### config.mk
export PLATFORM = sky130hd
export DESIGN_NAME = fb_arbiter_flat
export DESIGN_NICKNAME = d
export VERILOG_FILES = /design/src/rtl/display_pkg.sv /design/src/rtl/fb_arbiter_if.sv /design/src/rtl/fb_arbiter.sv /design/src/flat_wrapper.sv
export SDC_FILE = /design/constraint.sdc
export NUM_CORES = 1
export LEC_CHECK = 0
export ABC_CLOCK_PERIOD_IN_PS = 3000
export CAP_MARGIN = 40
export CORE_UTILIZATION = 44
export CTS_CLUSTER_SIZE = 28
export DETAILED_ROUTE_END_ITERATION = 7
export GPL_ROUTABILITY_DRIVEN = 0
export GPL_TIMING_DRIVEN = 0
export PLACE_DENSITY = 0.8
export SLEW_MARGIN = 25
export SYNTH_ARGS = -nofsm -noshare
export SYNTH_HDL_FRONTEND = slang
export SYNTH_SLANG_ARGS = --single-unit
### constraint.sdc
create_clock -name clk_pix -period 3 [get_ports clk_pix]
set_clock_uncertainty 0.2 [all_clocks]
set_input_delay 0.6 -clock clk_pix [delete_from_list [all_inputs] [get_ports clk_pix]]
set_output_delay 0.6 -clock clk_pix [all_outputs]
set_load 0.02 [all_outputs]
### src/rtl/display_pkg.sv
// Shared display geometry, framebuffer bus widths and arbiter state encoding.
package display_pkg;

    localparam int unsigned CORDW      = 11;
    localparam int unsigned V_RES      = 768;
    localparam int unsigned LINE_WORDS = 128;
    localparam int unsigned DATAW      = 8;
    localparam int unsigned ADDRW      = 17;

    typedef enum logic [1:0] {
        IDLE  = 2'd0,
        FETCH = 2'd1,
        DRAIN = 2'd2
    } fb_state_t;

endpackage

### src/rtl/fb_arbiter_if.sv
// CPU write, framebuffer port and line-buffer write bundle around fb_arbiter.
interface fb_arbiter_if import display_pkg::*; #(
    parameter int unsigned AW  = ADDRW,
    parameter int unsigned DW  = DATAW,
    parameter int unsigned LBW = $clog2(LINE_WORDS) + 1
);

    logic          cpu_valid;
    logic [AW-1:0] cpu_addr;
    logic [DW-1:0] cpu_data;
    logic          cpu_ready;

    logic          mem_en;
    logic          mem_we;
    logic [AW-1:0] mem_addr;
    logic [DW-1:0] mem_wdata;
    logic [DW-1:0] mem_rdata;

    logic           lb_we;
    logic [LBW-1:0] lb_addr;
    logic [DW-1:0]  lb_wdata;

    // arbiter side: owns the framebuffer port and the line-buffer write port
    modport master (
        input  cpu_valid, cpu_addr, cpu_data, mem_rdata,
        output cpu_ready, mem_en, mem_we, mem_addr, mem_wdata,
        output lb_we, lb_addr, lb_wdata
    );

    // environment side: CPU, framebuffer RAM and line buffer
    modport slave (
        output cpu_valid, cpu_addr, cpu_data, mem_rdata,
        input  cpu_ready, mem_en, mem_we, mem_addr, mem_wdata,
        input  lb_we, lb_addr, lb_wdata
    );

endinterface

### src/rtl/fb_arbiter.sv
// Shares one framebuffer port between next-line prefetch into a two-bank
// line buffer (priority) and CPU writes.
module fb_arbiter #(
    parameter int unsigned CORDW      = display_pkg::CORDW,
    parameter int unsigned V_RES      = display_pkg::V_RES,
    parameter int unsigned LINE_WORDS = display_pkg::LINE_WORDS,
    parameter int unsigned DATAW      = display_pkg::DATAW,
    parameter int unsigned ADDRW      = display_pkg::ADDRW
) (
    input  logic                    clk_pix,
    input  logic                    rst_pix,
    input  logic                    line,
    input  logic signed [CORDW-1:0] sy,
    fb_arbiter_if.master            bus,
    output logic                    busy,
    output logic                    overrun
);
    import display_pkg::*;

    localparam int unsigned WCW  = $clog2(LINE_WORDS);
    localparam int unsigned YW   = ADDRW - WCW;
    localparam int unsigned LBAW = WCW + 1;

    localparam logic signed [CORDW-1:0] SY_MIN = CORDW'(-1);
    localparam logic signed [CORDW-1:0] SY_MAX = CORDW'(V_RES - 2);

    fb_state_t        state_q, state_d;
    logic [WCW-1:0]   wc_q, wc_d;
    logic [YW-1:0]    ysel_q, ysel_d;

    logic             mem_en_q, mem_en_d;
    logic             mem_we_q, mem_we_d;
    logic [ADDRW-1:0] mem_addr_q, mem_addr_d;
    logic [DATAW-1:0] mem_wdata_q, mem_wdata_d;

    logic             lb_we_q;
    logic [LBAW-1:0]  lb_addr_q;
    logic             busy_q;
    logic             overrun_q;

    logic             trigger;
    logic             cpu_ready;

    // A line pulse starts a fetch only from IDLE and only for a line whose successor is on screen
    assign trigger   = line && (state_q == IDLE) && (sy >= SY_MIN) && (sy <= SY_MAX);
    assign cpu_ready = bus.cpu_valid && (state_q == IDLE) && !trigger;

    always_comb begin
        state_d     = state_q;
        wc_d        = wc_q;
        ysel_d      = ysel_q;
        mem_en_d    = 1'b0;
        mem_we_d    = 1'b0;
        mem_addr_d  = mem_addr_q;
        mem_wdata_d = mem_wdata_q;

        unique case (state_q)
            IDLE: begin
                if (trigger) begin
                    state_d = FETCH;
                    wc_d    = '0;
                    ysel_d  = YW'(sy + CORDW'(1));
                end else if (cpu_ready) begin
                    mem_en_d    = 1'b1;
                    mem_we_d    = 1'b1;
                    mem_addr_d  = bus.cpu_addr;
                    mem_wdata_d = bus.cpu_data;
                end
            end
            FETCH: begin
                mem_en_d   = 1'b1;
                mem_addr_d = {ysel_q, wc_q};
                // hold wc on the last word instead of letting it wrap
                if (wc_q == WCW'(LINE_WORDS - 1)) begin
                    state_d = DRAIN;
                end else begin
                    wc_d = wc_q + WCW'(1);
                end
            end
            DRAIN: begin
                state_d = IDLE;
                wc_d    = '0;
            end
            default: state_d = IDLE;
        endcase
    end

    always_ff @(posedge clk_pix) begin
        if (rst_pix) begin
            state_q     <= IDLE;
            wc_q        <= '0;
            ysel_q      <= '0;
            mem_en_q    <= 1'b0;
            mem_we_q    <= 1'b0;
            mem_addr_q  <= '0;
            mem_wdata_q <= '0;
            lb_we_q     <= 1'b0;
            lb_addr_q   <= '0;
            busy_q      <= 1'b0;
            overrun_q   <= 1'b0;
        end else begin
            state_q     <= state_d;
            wc_q        <= wc_d;
            ysel_q      <= ysel_d;
            mem_en_q    <= mem_en_d;
            mem_we_q    <= mem_we_d;
            mem_addr_q  <= mem_addr_d;
            mem_wdata_q <= mem_wdata_d;
            // read data lands one cycle after the read; low address bits are {ysel[0], wc}
            lb_we_q     <= mem_en_q && !mem_we_q;
            lb_addr_q   <= mem_addr_q[LBAW-1:0];
            busy_q      <= (state_d != IDLE);
            if (line && (state_q != IDLE)) begin
                overrun_q <= 1'b1;
            end
        end
    end

    assign bus.cpu_ready = cpu_ready;
    assign bus.mem_en    = mem_en_q;
    assign bus.mem_we    = mem_we_q;
    assign bus.mem_addr  = mem_addr_q;
    assign bus.mem_wdata = mem_wdata_q;
    assign bus.lb_we     = lb_we_q;
    assign bus.lb_addr   = lb_addr_q;
    assign bus.lb_wdata  = bus.mem_rdata;
    assign busy          = busy_q;
    assign overrun       = overrun_q;

endmodule

### src/flat_wrapper.sv
// flat-port wrapper written by rule: the top's interface ports become plain ports
module fb_arbiter_flat import display_pkg::*;
#(
    parameter int unsigned CORDW      = display_pkg::CORDW,
    parameter int unsigned V_RES      = display_pkg::V_RES,
    parameter int unsigned LINE_WORDS = display_pkg::LINE_WORDS,
    parameter int unsigned DATAW      = display_pkg::DATAW,
    parameter int unsigned ADDRW      = display_pkg::ADDRW
)
  (clk_pix, rst_pix, line, sy, busy, overrun, bus_cpu_valid, bus_cpu_addr, bus_cpu_data, bus_mem_rdata, bus_cpu_ready, bus_mem_en, bus_mem_we, bus_mem_addr, bus_mem_wdata, bus_lb_we, bus_lb_addr, bus_lb_wdata);
  fb_arbiter_if #(.AW(ADDRW), .DW(DATAW), .LBW((($clog2(LINE_WORDS)) + 1))) bus_i ();
  input  logic clk_pix;
  input  logic rst_pix;
  input  logic line;
  input  logic signed [CORDW-1:0] sy;
  output logic busy;
  output logic overrun;
  input wire logic [$bits(bus_i.cpu_valid)-1:0] bus_cpu_valid;
  input wire logic [$bits(bus_i.cpu_addr)-1:0] bus_cpu_addr;
  input wire logic [$bits(bus_i.cpu_data)-1:0] bus_cpu_data;
  input wire logic [$bits(bus_i.mem_rdata)-1:0] bus_mem_rdata;
  output wire logic [$bits(bus_i.cpu_ready)-1:0] bus_cpu_ready;
  output wire logic [$bits(bus_i.mem_en)-1:0] bus_mem_en;
  output wire logic [$bits(bus_i.mem_we)-1:0] bus_mem_we;
  output wire logic [$bits(bus_i.mem_addr)-1:0] bus_mem_addr;
  output wire logic [$bits(bus_i.mem_wdata)-1:0] bus_mem_wdata;
  output wire logic [$bits(bus_i.lb_we)-1:0] bus_lb_we;
  output wire logic [$bits(bus_i.lb_addr)-1:0] bus_lb_addr;
  output wire logic [$bits(bus_i.lb_wdata)-1:0] bus_lb_wdata;
  assign bus_i.cpu_valid = bus_cpu_valid;
  assign bus_i.cpu_addr = bus_cpu_addr;
  assign bus_i.cpu_data = bus_cpu_data;
  assign bus_i.mem_rdata = bus_mem_rdata;
  assign bus_cpu_ready = bus_i.cpu_ready;
  assign bus_mem_en = bus_i.mem_en;
  assign bus_mem_we = bus_i.mem_we;
  assign bus_mem_addr = bus_i.mem_addr;
  assign bus_mem_wdata = bus_i.mem_wdata;
  assign bus_lb_we = bus_i.lb_we;
  assign bus_lb_addr = bus_i.lb_addr;
  assign bus_lb_wdata = bus_i.lb_wdata;
  fb_arbiter #(.CORDW(CORDW), .V_RES(V_RES), .LINE_WORDS(LINE_WORDS), .DATAW(DATAW), .ADDRW(ADDRW)) u_core (.clk_pix(clk_pix), .rst_pix(rst_pix), .line(line), .sy(sy), .bus(bus_i), .busy(busy), .overrun(overrun));
endmodule
# Yosys cells after proc, flatten, opt, wreduce, memory -nomap -nowiden
# Cells that the tools add are included.
# Widths: inputs -> output; s select.
dict set report op_classes {
  addsub 2
  order_cmp 2
  n_eq_ne 7
  mux 12
  bitwise 2
  reduce_logical 19
}
# cell n
set ops {}
lappend ops {{$mux 17} 2}
lappend ops {{$pmux 17 s2} 1}
lappend ops {{$pmux 7 s3} 1}
lappend ops {{$mux 7} 2}
lappend ops {{$ge 11x1->1 const B} 1}
lappend ops {{$le 11x11->1 const B} 1}
lappend ops {{$add 10x2->10 const B} 1}
lappend ops {{$reduce_and 3->1} 3}
lappend ops {{$add 7x1->7 const B} 1}
lappend ops {{$eq 7x7->1 const B} 1}
lappend ops {{$logic_and 1x1->1} 7}
lappend ops {{$ne 2x2->1 const B} 3}
lappend ops {{$reduce_bool 2->1} 3}
lappend ops {{$mux 2} 2}
lappend ops {{$pmux 2 s2} 1}
lappend ops {{$reduce_bool 3->1} 1}
lappend ops {{$eq 2x1->1 const B} 1}
lappend ops {{$eq 2x2->1 const B} 1}
lappend ops {{$logic_not 1->1} 2}
lappend ops {{$logic_not 2->1} 1}
lappend ops {{$mux 1} 2}
lappend ops {{$ne 2x1->1 const B} 1}
lappend ops {{$not 1->1} 2}
lappend ops {{$pmux 1 s2} 1}
lappend ops {{other kinds (2)} 2}
dict set report word_totals {
  regBits 57
  in_bits 48
  out_inout_bits 47
  elab_cells 55
}

# Depth between registers and ports, before layout
# Gate-level depths: netlist (run 1).
dict set report depth {
  word_depth 9
  depth_mapped 7
}

# Least setup slack after synthesis (run 1)
# Ideal clock, no wire load.
dict set report synth_path {
  path_kind {in2out}
  startpoint {input sy[0]}
  endpoint {output bus_cpu_ready}
  t_arrival_ps 2024
  required_time_ps 2200
  path_slack_ps 176
  stages 6
  path_cell_list {ha_1 a21oi_1 or4_4 a211oi_1 clkbuf_1 nor2_1}
}
dict set report synth_between {
  elab_chain_len 5
}
# item line
set synth_rtl {}
lappend synth_rtl {{start, declared} flat_wrapper.sv:15} ;# input logic signed [CORDW-1:0] sy;
lappend synth_rtl {{$ge 11x1->1} fb_arbiter.sv:45} ;# assign trigger = line && (state_q == IDLE) && (sy >= SY_MIN) && (sy <= SY_MAX);
lappend synth_rtl {{$logic_and 1x1->1} fb_arbiter.sv:45}
lappend synth_rtl {{$logic_and 1x1->1 *} fb_arbiter.sv:45}
lappend synth_rtl {{$logic_not 1->1 *} fb_arbiter.sv:46} ;# assign cpu_ready = bus.cpu_valid && (state_q == IDLE) && !trigger;
lappend synth_rtl {{$logic_and 1x1->1 *} fb_arbiter.sv:46}
lappend synth_rtl {{end, declared} flat_wrapper.sv:22} ;# output wire logic [$bits(bus_i.cpu_ready)-1:0] bus_cpu_ready;
# Every way passes the cells marked *; elsewhere a longest branch is shown, timed or not.

# Final worst setup path (run 1)
dict set report layout_path {
  startpoint {input sy[9]}
  endpoint {output bus_cpu_ready}
}
# Same word-level chain as after synthesis.

==> summary.md, run 1 <==
| Metric | Value |
|---|---|
| RSZ-0062 raised after global routing | `false` |
| Total grt overflow | `0` |
| Gate Count Post-Synth | `280` |
| Placed Instances | `437` |
| P per Cell Area | `506 nW/um2` |
| Top Layer Used | `met4` |
| Worst r2r src | `u_core.state_q[0]$_SDFF_PP0_` |
| Routed WL per cell | `between 10 and 15 um` |
| Diodes inserted | `0` |
| Hold WS | `between 200 and 250 ps` |
| Initial antenna violation count | `0` |
| Final critical-path share of the clock period | `0.976` |
| Power share of the combinational group | `0.215` |
| H-tree depth | `3` |
| Final-report max-slew violation count | `0` |
| Switching part of the total | `0.280` |
| DRT Pass-1 Iters | `4` |
| Die H | `between 70 and 80 um` |
| # rows | `27` |
| Psw | `525 uW` |
| Worst-path fanout max | `4` |
| Reg-to-Reg End | `u_core.bus.mem_addr[1]$_SDFFE_PP0P_` |
| Number of global-route vias before repair | `2,385` |
| Fmax | `0.341 GHz` |
| Max clock buf depth | `2` |
| Number of vias per cell | `about 5.3` |
| DRC | `0` |
| Post-Route M1 WL | `2840 um` |
| Least-Margin Pin Slew | `772 ps` |
| Post-route insts no fill | `457` |
| Synth Cell Area | `2550 um2` |
| DR vias | `between 2,000 and 2,500` |
| Reg area | `1140 um2` |
| Cell-internal power | `1350 uW` |
| Port Buffer Count | `85` |
| Iter 0 DRT Violations | `roughly 140` |
| Final WL | `around 6400 um` |
| Area grow syn2layout | `45.2%` |
| Clock share of power | `0.337` |
| Starting density of the core | `0.461` |
| Core Region | `5540 um2` |
| Met3 wire length | `~450 um` |
| Post-DP HPWL | `roughly 4700 um` |
| Clk Latency, worst-skew pair | `330 ps` |
| Nets | `about 430` |
| Avg Inst Size Synth | `9.12 um2` |
| Die Width | `78.2 um` |
| Register area share after synthesis | `0.447` |
| Worst Setup Start Kind | `input pin` |
| Setup CP Type | `in2out` |
| Clock Pin Slew Worst Setup and Hold Paths | `60 ps` |
| CTS root buffer | `clkbuf_8` |
| Worst setup path endpoint | `bus_cpu_ready` |
| Status | `finished clean` |
| Prevailing post-synth register cell | `dfxtp_1` |
| R2R Setup Slk | `430 ps` |
| CTS Buf Count | `9` |
| Max IR drop VDD | `279 uV` |
| Number of synthesized flops with an enable pin | `0` |
| Syn Nets | `331` |
| Most common cell after layout, fill and taps aside | `clkdlybuf4s50_1` |
| Largest net degree at the start of global routing | `11` |
| First-pass GRT wire length | `between 10,000 and 15,000 um` |
| Final Setup Violations | `0` |
| CP startpoint | `sy[9]` |
| Final ANT Viol Nets | `0` |
| Fillers | `472` |
| Async SR Flop Fraction | `0` |
| Worst setup EP type | `primary output` |
| Leak Pwr | `0.00132 uW` |
| CTS tree | `yes` |
| Sequential Power Share | `0.447` |
| Distinct cells, synth | `38` |
| Multi-input logic area | `1290 um2` |
| Slew HR | `0.485` |
| Yosys reg bits | `57` |
| Die footprint | `6110 um2` |
| Worst Reg-to-Reg Cells | `5` |
| Total clock sinks | `57` |
| Final min period | `~2900 ps` |
| WP data required | `2200 ps` |
| Met2 routed WL | `3030 um` |
| WP data arrival | `2130 ps` |
| Hold Fails Final Rpt | `0` |
| Max-cap violations | `0` |
| Synth warnings | `0` |
| Tightest Hold Check Type | `reg2reg` |
| Commonest cells after routing, fill and taps aside | `clkdlybuf4s50_1, dfxtp_1, a21oi_1, nand3_1, nor2_1` |
| GR Util All Layers | `0.224` |
| CTS Hold Bufs | `0` |
| Share of cells above drive strength 1 | `0.122` |
| Top Ports | `between 90 and 100` |
==> synthesized netlist by cell type, drive strengths merged (2+ instances only) <==
cell,count,area [um2]
xnor2,5,43.8
mux2i,20,200
a21oi,33,165
nor2b,9,56.3
buf,12,85.1
nor2,22,82.6
nand2,7,26.3
o21ba,2,20.0
nand4b,2,17.5
dfxtp,57,1140
o21ai,9,45.0
nor3,6,30.0
nand3b,4,30.0
ha,3,37.5
clkbuf,18,67.6
a311oi,18,158
nand3,23,115
a211oi,10,75.1
inv,2,7.51
nand2b,2,12.5
xor2,2,17.5
==> layout make-up <==
cell class | count | share of cell area
Clock inverter | 2 | 0.00337
Timing Repair Buffer | 89 | 0.227
Sequential cell | 57 | 0.308
Tap cell | 72 | 0.0243
Multi-Input combinational cell | 191 | 0.348
Buffer | 30 | 0.0439
Clock buffer | 14 | 0.0439
Inverter | 2 | 0.00202
==> metrics by stage <==
step | TNS (ps) | total power (uW) | setup WS [ps] | instance area (um2) | util
floorplan | 0 | 1070 | 176 | 2550 | -
detailed placement | -15340 | 1260 | -1120 | 3490 | 0.631
CTS | 0 | 1890 | 33.5 | 3740 | 0.675
global placement | -14340 | 1250 | -1080 | 3490 | 0.631
finish | 0 | 1880 | 71.3 | 3710 | 0.669
global route | 0 | 1960 | 9.28 | 3710 | 0.669
==> cell families after synthesis <==
group | Yosys count | synth area share
buf+inv | 32 | 0.0627
compound gates | 77 | 0.200
mux | 20 | 0.0784
xor+xnor | 7 | 0.0240
simple gates | 84 | 0.173
flops | 57 | 0.447
fa+ha+maj | 3 | 0.0147
==> worst min-delay path by stage <==
stage                                            start                      endpoint  slack (ps)  cells after the start
after floorplan            u_core.wc_q[6]$_SDFFE_PP0P_  u_core.state_q[1]$_SDFF_PP0_         260                      2
after global placement    u_core.bus.mem_we$_SDFF_PP0_   u_core.bus.lb_we$_SDFF_PP0_         210                      1
after detailed placement  u_core.bus.mem_we$_SDFF_PP0_   u_core.bus.lb_we$_SDFF_PP0_         230                      1
after CTS                 u_core.bus.mem_we$_SDFF_PP0_   u_core.bus.lb_we$_SDFF_PP0_         240                      1
after global routing      u_core.bus.mem_we$_SDFF_PP0_   u_core.bus.lb_we$_SDFF_PP0_         260                      1
final                     u_core.bus.mem_we$_SDFF_PP0_   u_core.bus.lb_we$_SDFF_PP0_         230                      1
==> critical path, stage by stage <==
cell	delay [ps]
clkdlybuf4s15_1	250
nand3_1	100
or4_4	540
a211oi_4	270
clkbuf_8	170
nor2_1	40
buf_4	160
==> per-layer routing <==
| metal | up-vias | GRT usage |
|---|---|---|
| li1 | 1220 | - |
| met4 | 0 | 0.0981 |
| met3 | 12 | 0.0756 |
| met5 | - | 0 |
| met1 | 1124 | 0.269 |
| met2 | 87 | 0.363 |
==> sequential cells by signal, summed over array words and instances (netlist names), 2 cells and up <==
signal	count
u_core.bus.lb_addr	8
u_core.bus.mem_wdata	8
u_core.ysel_q	10
u_core.wc_q	7
u_core.bus.mem_addr	17
u_core.state_q	2
==> what timing repair did <==
action                     CTS  global route
setup endpoints to repair   12             1
resized for setup           30            14
buffers inserted             4             0
cloned                       0             0
pin swaps                    4             1
==> power by group through the flow <==
stage	clock, uW	combinational, uW	sequential (uW)
finish	633	404	839
global route	678	435	844
CTS	641	406	839
detailed placement	0	401	855
global placement	0	395	853
floorplan	0	167	899
Note: power is estimated with default switching activity, not from simulation.
==> run 2, diff against run 1 <==
--- a/config.mk
+++ b/config.mk
@@ -13,6 +13,7 @@
 export GPL_ROUTABILITY_DRIVEN = 0
 export GPL_TIMING_DRIVEN = 0
 export PLACE_DENSITY = 0.8
+export REMOVE_ABC_BUFFERS = 1
 export SLEW_MARGIN = 25
 export SYNTH_ARGS = -nofsm -noshare
 export SYNTH_HDL_FRONTEND = slang
==> run 2 against run 1 <==
  * Non-clock buffer count is 28 lower
  * Maximum frequency is 0.18% higher
  * First-iteration DRC count is 21% higher
  * Sequential share of layout area is 0.32 points higher
  * Critical path type unchanged
  * Largest power group unchanged
==> summary.md, run 2 (synthesis gave the netlist of run 1 again) <==
| Metric | Value |
|---|---|
| Die Width | `78.2 um (unchanged)` |
| CP peak stage delay | `560 ps (was 540 ps)` |
| Area grow syn2layout | `43.9% (was 45.2%)` |
| Hold Fails Final Rpt | `0 (unchanged)` |
| Total stage count of the critical path | `6 (was 7)` |
| Max clock buf depth | `2 (unchanged)` |
| Worst-path fanout max | `6 (was 4)` |
| Final critical-path share of the clock period | `0.974 (was 0.976)` |
| Initial antenna violation count | `0 (unchanged)` |
| Worst r2r src | `u_core.state_q[0]$_SDFF_PP0_ (unchanged)` |
| H-tree depth | `3 (unchanged)` |
| Worst setup path endpoint | `bus_cpu_ready (unchanged)` |
| Core Region | `5540 um2 (unchanged)` |
| Post-DP HPWL | `4010 um (was 4740 um)` |
| Clock Pin Slew Worst Setup and Hold Paths | `60 ps (about the same)` |
| CTS tree | `yes (unchanged)` |
| Diodes inserted | `0 (unchanged)` |
| DR vias | `2,373 (was 2,443)` |
| Setup WS pre-CTS | `-1310 ps (was -1120 ps)` |
| Fmax | `0.342 GHz (was 0.341 GHz)` |
| Status | `finished clean (unchanged)` |
| Final WL | `6470 um (was 6420 um)` |
| First-pass GRT wire length | `10,700 um (about the same)` |
| Iter 0 DRT Violations | `170 (was 141)` |
| Final ANT Viol Nets | `0 (unchanged)` |
| # rows | `27 (unchanged)` |
| R2R Setup Slk | `780 ps (was 430 ps)` |
| CP startpoint | `sy[2] (was sy[9])` |
| Routed WL per cell | `15.1 um (was 14.1 um)` |
| Commonest cells after routing, fill and taps aside | `clkdlybuf4s50_1, dfxtp_1, a21oi_1, nand3_1, nor2_1 (unchanged)` |
| CTS Buf Count | `9 (unchanged)` |
| Slowest cell on crit path | `or4_4 (unchanged)` |
| Placed Instances | `404 (was 437)` |
| Setup CP Type | `in2out (unchanged)` |
| Fillers | `455 (was 472)` |
| Total clock sinks | `57 (unchanged)` |
| Leak Pwr | `0.00131 uW (was 0.00132 uW)` |
| P per Cell Area | `541 nW/um2 (was 506 nW/um2)` |
| Starting density of the core | `0.461 (unchanged)` |
| Cell chain of the critical path | `dlygate4sd2_1 > nand3_1 > or4_4 > a211oi_4 > nor2_1 > buf_2 (was clkdlybuf4s15_1 > nand3_1 > or4_4 > a211oi_4 > clkbuf_8 > nor2_1 > buf_4)` |
| Largest net degree at the start of global routing | `50 (was 11)` |
| Total grt overflow | `0 (unchanged)` |
| Post-route insts no fill | `429 (was 457)` |
| Nets | `403 (was 431)` |
| Reg-to-Reg End | `u_core.wc_q[3]$_SDFFE_PP0P_ (was u_core.bus.mem_addr[1]$_SDFFE_PP0P_)` |
| PnR worst setup slack | `76.7 ps (was 71.3 ps)` |
| Least-Margin Pin Slew | `714 ps (was 772 ps)` |
| Final Setup Violations | `0 (unchanged)` |
| Final min period | `2920 ps (was 2930 ps)` |
| GR Util All Layers | `0.220 (was 0.224)` |
| Max IR drop VDD | `343 uV (was 279 uV)` |
| Buffers & Inverters on Critical Path | `2 (was 3)` |
| Total power | `1990 uW (was 1880 uW)` |
| Max reg flops | `17 (unchanged)` |
| Die H | `78.2 um (unchanged)` |
| Number of global-route vias before repair | `2,341 (was 2,385)` |
| WP data arrival | `2120 ps (was 2130 ps)` |
| Worst Reg-to-Reg Cells | `5 (unchanged)` |
| Slew HR | `0.524 (was 0.485)` |
| DRC | `0 (unchanged)` |
| Port Buffer Count | `78 (was 85)` |
| Worst Setup Start Kind | `input pin (unchanged)` |
| Top Ports | `95 (unchanged)` |
| CTS root buffer | `clkbuf_8 (unchanged)` |
| Worst setup EP type | `primary output (unchanged)` |
| DRT Pass-1 Iters | `4 (unchanged)` |
| Final-report max-slew violation count | `0 (unchanged)` |
| Share of cells above drive strength 1 | `0.129 (was 0.122)` |
| Most common cell after layout, fill and taps aside | `clkdlybuf4s50_1 (unchanged)` |
| Clk Latency, worst-skew pair | `320 ps (was 330 ps)` |
| Family with the most delay on the worst path | `simple AND/OR/NAND/NOR gates (unchanged)` |
| Hold WS | `218 ps (was 231 ps)` |
| Tightest Hold Check Type | `reg2reg (unchanged)` |
| WP data required | `2200 ps (about the same)` |
| Die footprint | `6110 um2 (unchanged)` |
| Max-cap violations | `0 (unchanged)` |
| Number of vias per cell | `5.53 (was 5.35)` |
[run 2: final cells by class]
class | instances | area (um2) | area share
Clock inverter | 6 | 82.6 | 0.0225
Timing Repair Buffer | 91 | 902 | 0.245
Multi-Input combinational cell | 191 | 1320 | 0.360
Tap cell | 72 | 90.1 | 0.0245
Clock buffer | 10 | 128 | 0.0347
Inverter | 2 | 7.51 | 0.00204
Sequential cell | 57 | 1140 | 0.311
[run 2: timing repair]
action,in CTS,in global routing
pin swaps,4,2
hold buffers,0,0
buffers inserted,6,3
gates resized for setup,26,4
endpoints found under the setup margin,38,9
[run 2: metrics by stage]
stage | utilization | setup TNS (ps) | area, um2
CTS | 0.656 | 0 | 3630
detailed placement | 0.605 | -23600 | 3350
floorplan | - | -1160 | 2400
global placement | 0.591 | -43830 | 3270
global route | 0.663 | -0.0517 | 3670
finish | 0.663 | 0 | 3670
[run 2: how the worst min path moves through the flow]
stage	from	end	slack, ps	depth (start not counted)
final	u_core.bus.mem_we$_SDFF_PP0_	u_core.bus.lb_we$_SDFF_PP0_	220	1
after global routing	u_core.bus.mem_we$_SDFF_PP0_	u_core.bus.lb_we$_SDFF_PP0_	240	1
after CTS	u_core.bus.mem_we$_SDFF_PP0_	u_core.bus.lb_we$_SDFF_PP0_	230	1
after detailed placement	u_core.bus.mem_we$_SDFF_PP0_	u_core.bus.lb_we$_SDFF_PP0_	210	1
after global placement	u_core.bus.mem_we$_SDFF_PP0_	u_core.bus.lb_we$_SDFF_PP0_	210	1
after floorplan	u_core.wc_q[6]$_SDFFE_PP0P_	u_core.state_q[1]$_SDFF_PP0_	260	2
[run 2: metal layers]
layer / vias up / wire length [um] / track usage / part of all wire
li1: 1167 / - / - / -
met1: 1095 / 2840 / 0.270 / 0.44
met2: 96 / 3120 / 0.361 / 0.48
met3: 15 / 350 / 0.0430 / 0.054
met4: 0 / 150 / 0.122 / 0.023
met5: - / 0 / 0 / 0
[run 2: power breakdown]
part           internal (uW)  switching (uW)  leakage, uW
logic                    191             190     0.000732
clock network            463             299     0.000106
registers                810            36.5     0.000469
[run 2: worst register-to-register path, cell delays in order, from the launching register on]
cell and delay, ps:
dfxtp_2 790, nand2b_1 170, a31oi_1 370, nor2_1 210, a21oi_1 230, mux2i_1 190
